`config.mk`:
```
export PLATFORM = sky130hd
export DESIGN_NAME = alu_issue_ctrl
export DESIGN_NICKNAME = d
export VERILOG_FILES = /design/src/rtl/riscy_pkg.sv /design/src/rtl/alu_ctrl_regfile.sv /design/src/rtl/alu_issue_ctrl.sv
export SDC_FILE = /design/constraint.sdc
export NUM_CORES = 1
export LEC_CHECK = 0
export CAP_MARGIN = 10
export CELL_PAD_IN_SITES_DETAIL_PLACEMENT = 2
export CELL_PAD_IN_SITES_GLOBAL_PLACEMENT = 2
export CORE_ASPECT_RATIO = 1.75
export CORE_UTILIZATION = 36
export CTS_CLUSTER_SIZE = 14
export DETAILED_ROUTE_END_ITERATION = 12
export PLACE_DENSITY_LB_ADDON = 0.25
export SLEW_MARGIN = 20
export SYNTH_ARGS = -nofsm -noshare
export SYNTH_HDL_FRONTEND = slang
export SYNTH_SLANG_ARGS = --single-unit
```
`constraint.sdc`:
```
create_clock -name CLK -period 3.19 [get_ports CLK]
set_input_delay 0.7975 -clock CLK [delete_from_list [all_inputs] [get_ports CLK]]
set_output_delay 0.7975 -clock CLK [all_outputs]
set_load 0.02 [all_outputs]
```
`src/rtl/riscy_pkg.sv`:
```
// Shared definitions for the RISCY ALU issue controller: opcodes, FSM states,
// instruction field positions and opcode classification.
package riscy_pkg;

  localparam int INSTR_W = 16;
  localparam int OPC_W   = 4;
  localparam int RF_AW   = 2;

  localparam int OPC_MSB = 15;
  localparam int OPC_LSB = 12;
  localparam int RD_MSB  = 11;
  localparam int RD_LSB  = 10;
  localparam int RS1_MSB = 9;
  localparam int RS1_LSB = 8;
  localparam int RS2_MSB = 7;
  localparam int RS2_LSB = 6;
  localparam int IMM_MSB = 7;
  localparam int IMM_LSB = 0;

  localparam logic [OPC_W-1:0] LDI       = 4'b0001;
  localparam logic [OPC_W-1:0] A_PLUS_B  = 4'b0010;
  localparam logic [OPC_W-1:0] A_MINUS_B = 4'b0011;
  localparam logic [OPC_W-1:0] A_AND_B   = 4'b0100;
  localparam logic [OPC_W-1:0] A_OR_B    = 4'b0101;
  localparam logic [OPC_W-1:0] A_XOR_B   = 4'b0110;
  localparam logic [OPC_W-1:0] NOT_A     = 4'b0111;

  typedef enum logic [1:0] {
    IDLE  = 2'd0,
    ISSUE = 2'd1,
    WB    = 2'd2,
    DONE  = 2'd3
  } state_t;

  typedef struct packed {
    logic cf;
    logic of;
    logic sf;
    logic zf;
  } flags_t;

  typedef struct packed {
    logic legal;
    logic alu;
  } op_class_t;

  function automatic op_class_t decode_op(input logic [OPC_W-1:0] op);
    op_class_t c;
    c.alu   = (op >= A_PLUS_B) && (op <= NOT_A);
    c.legal = c.alu || (op == LDI);
    return c;
  endfunction

endpackage

```
`src/rtl/alu_ctrl_regfile.sv`:
```
// NREGS x WIDTH register file: two combinational read ports, one synchronous
// write port, asynchronously cleared on rst.
module alu_ctrl_regfile #(
  parameter int WIDTH = 8,
  parameter int NREGS = 4,
  parameter int AW    = $clog2(NREGS)
) (
  input  logic             clk,
  input  logic             rst,
  input  logic [AW-1:0]    raddr_a,
  input  logic [AW-1:0]    raddr_b,
  output logic [WIDTH-1:0] rdata_a,
  output logic [WIDTH-1:0] rdata_b,
  input  logic             we,
  input  logic [AW-1:0]    waddr,
  input  logic [WIDTH-1:0] wdata
);

  logic [WIDTH-1:0] mem_q [NREGS];
  logic [WIDTH-1:0] mem_d [NREGS];

  assign rdata_a = mem_q[raddr_a];
  assign rdata_b = mem_q[raddr_b];

  always_comb begin
    mem_d = mem_q;
    if (we) mem_d[waddr] = wdata;
  end

  // NOTE: the array is reset because software relies on registers reading 0
  // after reset; this forces flops instead of a RAM macro, fine at 4 entries.
  always_ff @(posedge clk or posedge rst) begin
    if (rst) begin
      for (int i = 0; i < NREGS; i++) mem_q[i] <= '0;
    end else begin
      mem_q <= mem_d;
    end
  end

endmodule

```
`src/rtl/alu_issue_ctrl.sv`:
```
// Issue/writeback sequencer for the RISCY ALU, one instruction in flight.
// Optional flag capture: define ALU_CTRL_FLAGS_EN to present ALU flags on RES_*F.
module alu_issue_ctrl
  import riscy_pkg::*;
#(
  parameter int WIDTH = 8,
  parameter int NREGS = 4
) (
  input  logic               CLK,
  input  logic               RST,
  input  logic               INSTR_VALID,
  output logic               INSTR_READY,
  input  logic [INSTR_W-1:0] INSTR,
  output logic [OPC_W-1:0]   ALU_OPCODE,
  output logic [WIDTH-1:0]   ALU_A,
  output logic [WIDTH-1:0]   ALU_B,
  output logic               ALU_EN,
  output logic               ALU_OE,
  input  logic [WIDTH-1:0]   ALU_OUT,
  input  logic               ALU_CF,
  input  logic               ALU_OF,
  input  logic               ALU_SF,
  input  logic               ALU_ZF,
  output logic               RES_VALID,
  input  logic               RES_READY,
  output logic [WIDTH-1:0]   RES_DATA,
  output logic               RES_CF,
  output logic               RES_OF,
  output logic               RES_SF,
  output logic               RES_ZF,
  output logic               RES_ERR
);

  state_t           state_q, state_d;
  logic [OPC_W-1:0] op_q, op_d;
  logic [RF_AW-1:0] rd_q, rd_d;
  logic [WIDTH-1:0] a_q, a_d;
  logic [WIDTH-1:0] b_q, b_d;
  logic [WIDTH-1:0] imm_q, imm_d;
  logic [WIDTH-1:0] res_data_q, res_data_d;
  logic             res_err_q, res_err_d;

  logic [WIDTH-1:0] rs1_data, rs2_data;
  logic             wr_en;
  logic [WIDTH-1:0] wr_data;
  op_class_t        cls_in, cls_q;
  logic             alu_drive;

  assign cls_in = decode_op(INSTR[OPC_MSB:OPC_LSB]);
  assign cls_q  = decode_op(op_q);

  alu_ctrl_regfile #(
    .WIDTH (WIDTH),
    .NREGS (NREGS),
    .AW    (RF_AW)
  ) u_regfile (
    .clk     (CLK),
    .rst     (RST),
    .raddr_a (INSTR[RS1_MSB:RS1_LSB]),
    .raddr_b (INSTR[RS2_MSB:RS2_LSB]),
    .rdata_a (rs1_data),
    .rdata_b (rs2_data),
    .we      (wr_en),
    .waddr   (rd_q),
    .wdata   (wr_data)
  );

  assign wr_data = cls_q.alu ? ALU_OUT : imm_q;

  // NOTE: every variable gets its hold value first so no path leaves it
  // unassigned, which would otherwise infer a latch.
  always_comb begin
    state_d    = state_q;
    op_d       = op_q;
    rd_d       = rd_q;
    a_d        = a_q;
    b_d        = b_q;
    imm_d      = imm_q;
    res_data_d = res_data_q;
    res_err_d  = res_err_q;
    wr_en      = 1'b0;
    unique case (state_q)
      IDLE: begin
        if (INSTR_VALID) begin
          op_d    = INSTR[OPC_MSB:OPC_LSB];
          rd_d    = INSTR[RD_MSB:RD_LSB];
          a_d     = rs1_data;
          b_d     = rs2_data;
          imm_d   = WIDTH'(INSTR[IMM_MSB:IMM_LSB]);
          state_d = cls_in.alu ? ISSUE : WB;
        end
      end
      ISSUE: state_d = WB;
      WB: begin
        wr_en      = cls_q.legal;
        res_data_d = cls_q.legal ? wr_data : '0;
        res_err_d  = ~cls_q.legal;
        state_d    = DONE;
      end
      DONE: if (RES_READY) state_d = IDLE;
      default: state_d = IDLE;
    endcase
  end

  always_ff @(posedge CLK or posedge RST) begin
    if (RST) begin
      state_q    <= IDLE;
      op_q       <= '0;
      rd_q       <= '0;
      a_q        <= '0;
      b_q        <= '0;
      imm_q      <= '0;
      res_data_q <= '0;
      res_err_q  <= 1'b0;
    end else begin
      state_q    <= state_d;
      op_q       <= op_d;
      rd_q       <= rd_d;
      a_q        <= a_d;
      b_q        <= b_d;
      imm_q      <= imm_d;
      res_data_q <= res_data_d;
      res_err_q  <= res_err_d;
    end
  end

  // LDI and illegal opcodes never touch the ALU, so its port stays quiet.
  assign alu_drive   = ((state_q == ISSUE) || (state_q == WB)) && cls_q.alu;
  assign ALU_EN      = alu_drive;
  assign ALU_OE      = alu_drive && (state_q == WB);
  assign ALU_OPCODE  = alu_drive ? op_q : '0;
  assign ALU_A       = alu_drive ? a_q  : '0;
  assign ALU_B       = alu_drive ? b_q  : '0;

  assign INSTR_READY = (state_q == IDLE);
  assign RES_VALID   = (state_q == DONE);
  assign RES_DATA    = res_data_q;
  assign RES_ERR     = res_err_q;

`ifdef ALU_CTRL_FLAGS_EN
  flags_t res_fl_q, res_fl_d;

  always_comb begin
    res_fl_d = res_fl_q;
    if (state_q == WB) begin
      if (cls_q.alu)        res_fl_d = '{cf: ALU_CF, of: ALU_OF, sf: ALU_SF, zf: ALU_ZF};
      else if (cls_q.legal) res_fl_d = '{cf: 1'b0, of: 1'b0, sf: 1'b0, zf: (imm_q == '0)};
      else                  res_fl_d = '0;
    end
  end

  always_ff @(posedge CLK or posedge RST) begin
    if (RST) res_fl_q <= '0;
    else     res_fl_q <= res_fl_d;
  end

  assign RES_CF = res_fl_q.cf;
  assign RES_OF = res_fl_q.of;
  assign RES_SF = res_fl_q.sf;
  assign RES_ZF = res_fl_q.zf;
`else
  assign RES_CF = 1'b0;
  assign RES_OF = 1'b0;
  assign RES_SF = 1'b0;
  assign RES_ZF = 1'b0;
`endif

endmodule
```
# Word-level counts from Yosys, hierarchy flattened
# Index checks and enable logic that the tools add are counted.
# word_totals
register_bits	73
input_bits	32
elab_cells	59
# op_classes
magnitude_cmp	8
n_eq_ne	6
muxes	19
n_bitwise	4
reduce_logical	10
# op_table
op	n
8-bit two-way mux	9
8-bit binary-select mux with 2-bit select	2
32-bit bitwise mux	1
8-bit demux with 2-bit select	1
3-bit greater-or-equal comparator, second input constant	3
2-bit NOT with 3-bit output	3
4-bit by 2-bit greater-or-equal comparator with 1-bit output, second input constant	2
4-bit by 3-bit less-or-equal comparator with 1-bit output, second input constant	2
2-bit case mux with 4 select lines	1
2-bit two-way mux	3
1-bit logical AND	5
2-bit equality test, second input constant	2
4-bit by 1-bit equality test with 1-bit output, second input constant	1
4-bit two-way mux	1
2-bit AND reduction	2
3-bit by 1-bit < comparator with 1-bit output, second input constant	1
2-bit by 1-bit equality test with 1-bit output, second input constant	1
2-bit zero test	1
1-bit logical OR	2
2-bit by 1-bit != test with 1-bit output, second input constant	1
2-bit != test, second input constant	1
1-bit two-way mux	1
1-bit NOT	1

# Longest topological paths before layout
# depth
word_depth	6
depth_mapped	7
ltp_nobuf	5

# By module
# A second synthesis with hierarchy kept.
# unflattened
cells_unflattened	253
hier_area_um2	3643.5
# by_module_without_submodules
mod	instances	cells_per_inst	area_per_inst_um2	seq_area_each_um2
alu_issue_ctrl	1	164	2047.0	1026.0
alu_ctrl_regfile	1	89	1596.5	800.8

# Worst setup path after synthesis
# OpenSTA, ideal clock, no wires.
# synth_path
path_kind	register to output
start	register op_q[3]
end	output port ALU_A[5]
arrival_time_ns	1.489
t_required_ns	2.393
setup_slack_ns	0.904
stages_incl_launch_ff	6
n_path_buf	2
cell_sequence	dfrtp_1 -> o21bai_1 -> clkbuf_1 -> nor2_1 -> clkbuf_1 -> and2_1
# synth_via
elab_chain_cells	4
elab_cells_between_ends	5
# synth_lines
element	line	text
from (decl)	alu_issue_ctrl.sv:35	logic [OPC_W-1:0] op_q, op_d;
from (signal assigned)	alu_issue_ctrl.sv:117	op_q <= op_d;
4-bit by 2-bit greater-or-equal comparator with 1-bit output or 4-bit by 3-bit less-or-equal comparator with 1-bit output (tied branches)	riscy_pkg.sv:49	c.alu = (op >= A_PLUS_B) && (op <= NOT_A);
1-bit logical AND (*)	riscy_pkg.sv:49	
1-bit logical AND (*)	alu_issue_ctrl.sv:128	assign alu_drive = ((state_q == ISSUE) || (state_q == WB)) && cls_q.alu;
named net ALU_EN	alu_issue_ctrl.sv:17	output logic ALU_EN,
8-bit two-way mux (*)	alu_issue_ctrl.sv:132	assign ALU_A = alu_drive ? a_q : '0;
to (decl)	alu_issue_ctrl.sv:15	output logic [WIDTH-1:0] ALU_A,
# The timed path passes the listed nets; every way through them passes the cells marked *.

# Worst setup path after layout
# layout_path
start	register state_q[1]
end	output port ALU_B[1]
# layout_via
elab_chain_cells	4
elab_cells_between_ends	5
# layout_lines
element	line	text
from (decl)	alu_issue_ctrl.sv:34	state_t state_q, state_d;
from (signal assigned)	alu_issue_ctrl.sv:116	state_q <= state_d;
2-bit by 1-bit equality test with 1-bit output or 2-bit equality test (tied branches)	alu_issue_ctrl.sv:128	
1-bit logical OR (*)	alu_issue_ctrl.sv:128	
1-bit logical AND (*)	alu_issue_ctrl.sv:128	
8-bit two-way mux (*)	alu_issue_ctrl.sv:133	assign ALU_B = alu_drive ? b_q : '0;
to (decl)	alu_issue_ctrl.sv:16	output logic [WIDTH-1:0] ALU_B,
# Mark *: on every way between the ends. The rest lies on a longest branch, timed or not.

==> run metrics <==
hold_sp=a_q[4]; vias in the first global route=2629; Die Area=10200 sq um; GRT Total Usage=0.189; Setup crit start kind=flop; Worst setup EP type=output pin; total grt overflow=0; P&R area growth vs syn=29.6%; skew final=0.00685 ns; DIE HEIGHT=133 microns; CP max stage delay=0.62 ns; Routed WL=8.37 mm; Cell Area, Synth=3530 sq um; initial antenna violation count=0; initial core utilization=0.372; Final ANT Viol Nets=0; first-pass GRT wire length=14.2 mm; reg-to-reg setup timing slack=0.95 ns; CTS Sinks=73; nets=339; FILL cells=905; setup violators final=0; IO Pins=69; CTS tree=built; drt initial violations=31; R2R Path End=u_regfile.mem_q[29]; ant diodes=0; detailed-placement wirelength estimate=6.08 mm; worst hold endpoint=a_q[4]; DRC Markers=0; run status=finished clean; Fin Hold WS=0.496 ns; R2R depth=5; synth unique cells=23; Clock Pin Slew Worst Setup and Hold Paths=0.06 ns; Root Driver=clkbuf_16; Data required, critical path=2.39 ns; CTS H-tree lvls=3; Core Rows=47; Setup TNS=0 ns; layout cells sized above 1=0.382; CORE AREA=9470 sq um; port bufs=59; Final Max Tran Viols=0; Via Count=2202; deepest clock path buffer count=2; Num CTS Buffers=9; R2R Path Start=state_q[0]; worst skew pair latency=0.34 ns; cell count after synthesis=235; pin count of the biggest net entering global routing=31; Final Hold Viols=0; achievable frequency=330 MHz; Min-Delay Path Depth=1; Pleak=1.98 nW; RSZ-0062 raised after global routing=false; Least-Margin Pin Slew=0.794 ns; HP Class=flop to flop; critical path class=flop to output pin; Synth Warn #=0; Final Cycle Share=0.951; synthesis-stage register bit count=73; slowest stage cell, crit path=clkdlybuf4s50_1; die span in x=76.8 microns; CP dominant cell by count=inv_1; DR pass1 iterations=2; GP Congestion=0.677; CP bufs+invs=4; worst vdd ir=0.000405 V; worst relative slew slack=0.468; worst-path maximum fanout=20; Avg WL per Cell=19.4 microns; CP top delay family=buffers and inverters; crit path DAT=2.24 ns; register area share after synthesis=0.518; crit path time final=3.03 ns; Syn Area/Cell=15.0 sq um; crit-path cells=inv_1 > ha_1 > inv_1 > nor2_1 > buf_6 > and2_1 > clkdlybuf4s50_1; DR vias/cell=5.11; power per cell area=1030 nW/um^2; Max-cap violations=0
==> repair_timing <==
item,4_1_cts,5_1_grt
buffers inserted,0,0
hold buffers,0,0
gates resized for setup,0,2
setup endpoints to repair,0,5
==> metal layers <==
| layer | global-route usage | routed length (microns) |
|---|---|---|
| met2 | 0.347 | 4750 |
| met3 | 0.0400 | 233 |
| met4 | 0.0929 | 248 |
| met5 | 0 | 0 |
| met1 | 0.201 | 3140 |
==> power breakdown <==
group          total, mW  internal [mW]  switching, mW
registers           1.66           1.38          0.284
clock network      0.935          0.565          0.370
logic               2.11           1.17          0.938
total               4.70           3.11           1.59
==> sequential cells by signal (all words and copies together) (netlist names) <==
signal,flops
u_regfile.mem_q,32
RES_DATA,8
a_q,8
b_q,8
imm_q,8
op_q,4
rd_q,2
state_q,2
RES_ERR,1
==> through the flow <==
step           utilization  instances  total power [mW]  instance area, sq um  setup slack (ns)
6_report             0.483        431              4.70                  4570             0.156
5_1_grt              0.483        431              5.00                  4570            0.0102
4_1_cts              0.482        431              4.78                  4560            0.0660
3_5_place_dp         0.453        415              3.83                  4290             0.435
3_3_place_gp         0.453        415              3.72                  4290             0.487
2_1_floorplan            -        239              3.06                  3540             0.539
==> cell usage after synthesis <==
cell type	instances	area [sq um]
dfrtp_1	73	1830
mux2_2	63	709
and2_1	19	119
mux4_2	16	360
clkbuf_1	10	37.5
a22o_1	8	70.1
mux2_4	8	120
inv_1	6	22.5
buf_4	5	37.5
nor2_1	5	18.8
ha_1	3	37.5
o22ai_1	3	18.8
buf_6	2	22.5
nand2_1	2	7.51
nand2b_1	2	12.5
nor3_2	2	20.0
nor4b_4	2	47.6
clkinv_1	1	3.75
conb_1	1	3.75
mux2i_1	1	10.0
nor3_1	1	5.00
o21bai_1	1	7.51
or4_1	1	7.51
==> placed cells by master (no fill, tap or decap) <==
cell,instances
and2_1,19
inv_2,1
o22ai_1,3
nor4b_4,2
buf_4,10
nand2_1,2
o21bai_1,1
nand2b_1,2
or4_1,1
inv_1,5
conb_1,5
clkbuf_8,2
dlymetal6s2s_1,1
buf_12,1
nor3_1,1
mux2i_1,1
ha_1,3
mux4_2,16
nor3_2,2
clkdlybuf4s50_1,58
clkbuf_16,9
clkinv_2,3
dfrtp_1,73
nor2_1,5
buf_6,1
clkbuf_1,2
a22o_1,8
clkinv_1,1
mux2_2,63
mux2_4,8
==> worst register-to-register path: stages, from the launching register on <==
cell	delay, ns
dfrtp_1	0.39
inv_1	0.09
ha_1	0.21
nand2b_1	0.21
or4_1	0.82
mux2_4	0.40
==> logic make-up after synthesis <==
kind of cell / synth area share
fa+ha+maj: 0.0106
other cells: 0.00106
compound gates: 0.0273
flops: 0.518
buf+inv: 0.0351
simple gates: 0.0674
mux: 0.340
==> worst max path at each step <==
stage | start | end | cells past startpoint
after floorplan | RST | RES_DATA[0] | 1
after global placement | state_q[1] | ALU_B[1] | 7
after detailed placement | state_q[1] | ALU_OPCODE[1] | 7
after CTS | state_q[1] | ALU_OPCODE[1] | 7
after global routing | state_q[1] | ALU_B[3] | 7
final | state_q[1] | ALU_B[1] | 7
==> layout make-up <==
type                            instances  area [sq um]  area share
Multi-Input combinational cell        142          1590       0.348
Clock inverter                          3          15.0     0.00328
Tap cell                              122           153      0.0334
Timing Repair Buffer                   71           699       0.153
Inverter                                7          26.3     0.00575
Clock buffer                           13           260      0.0569
Sequential cell                        73          1830       0.400
No activity file was read; power rests on OpenSTA's default activity.
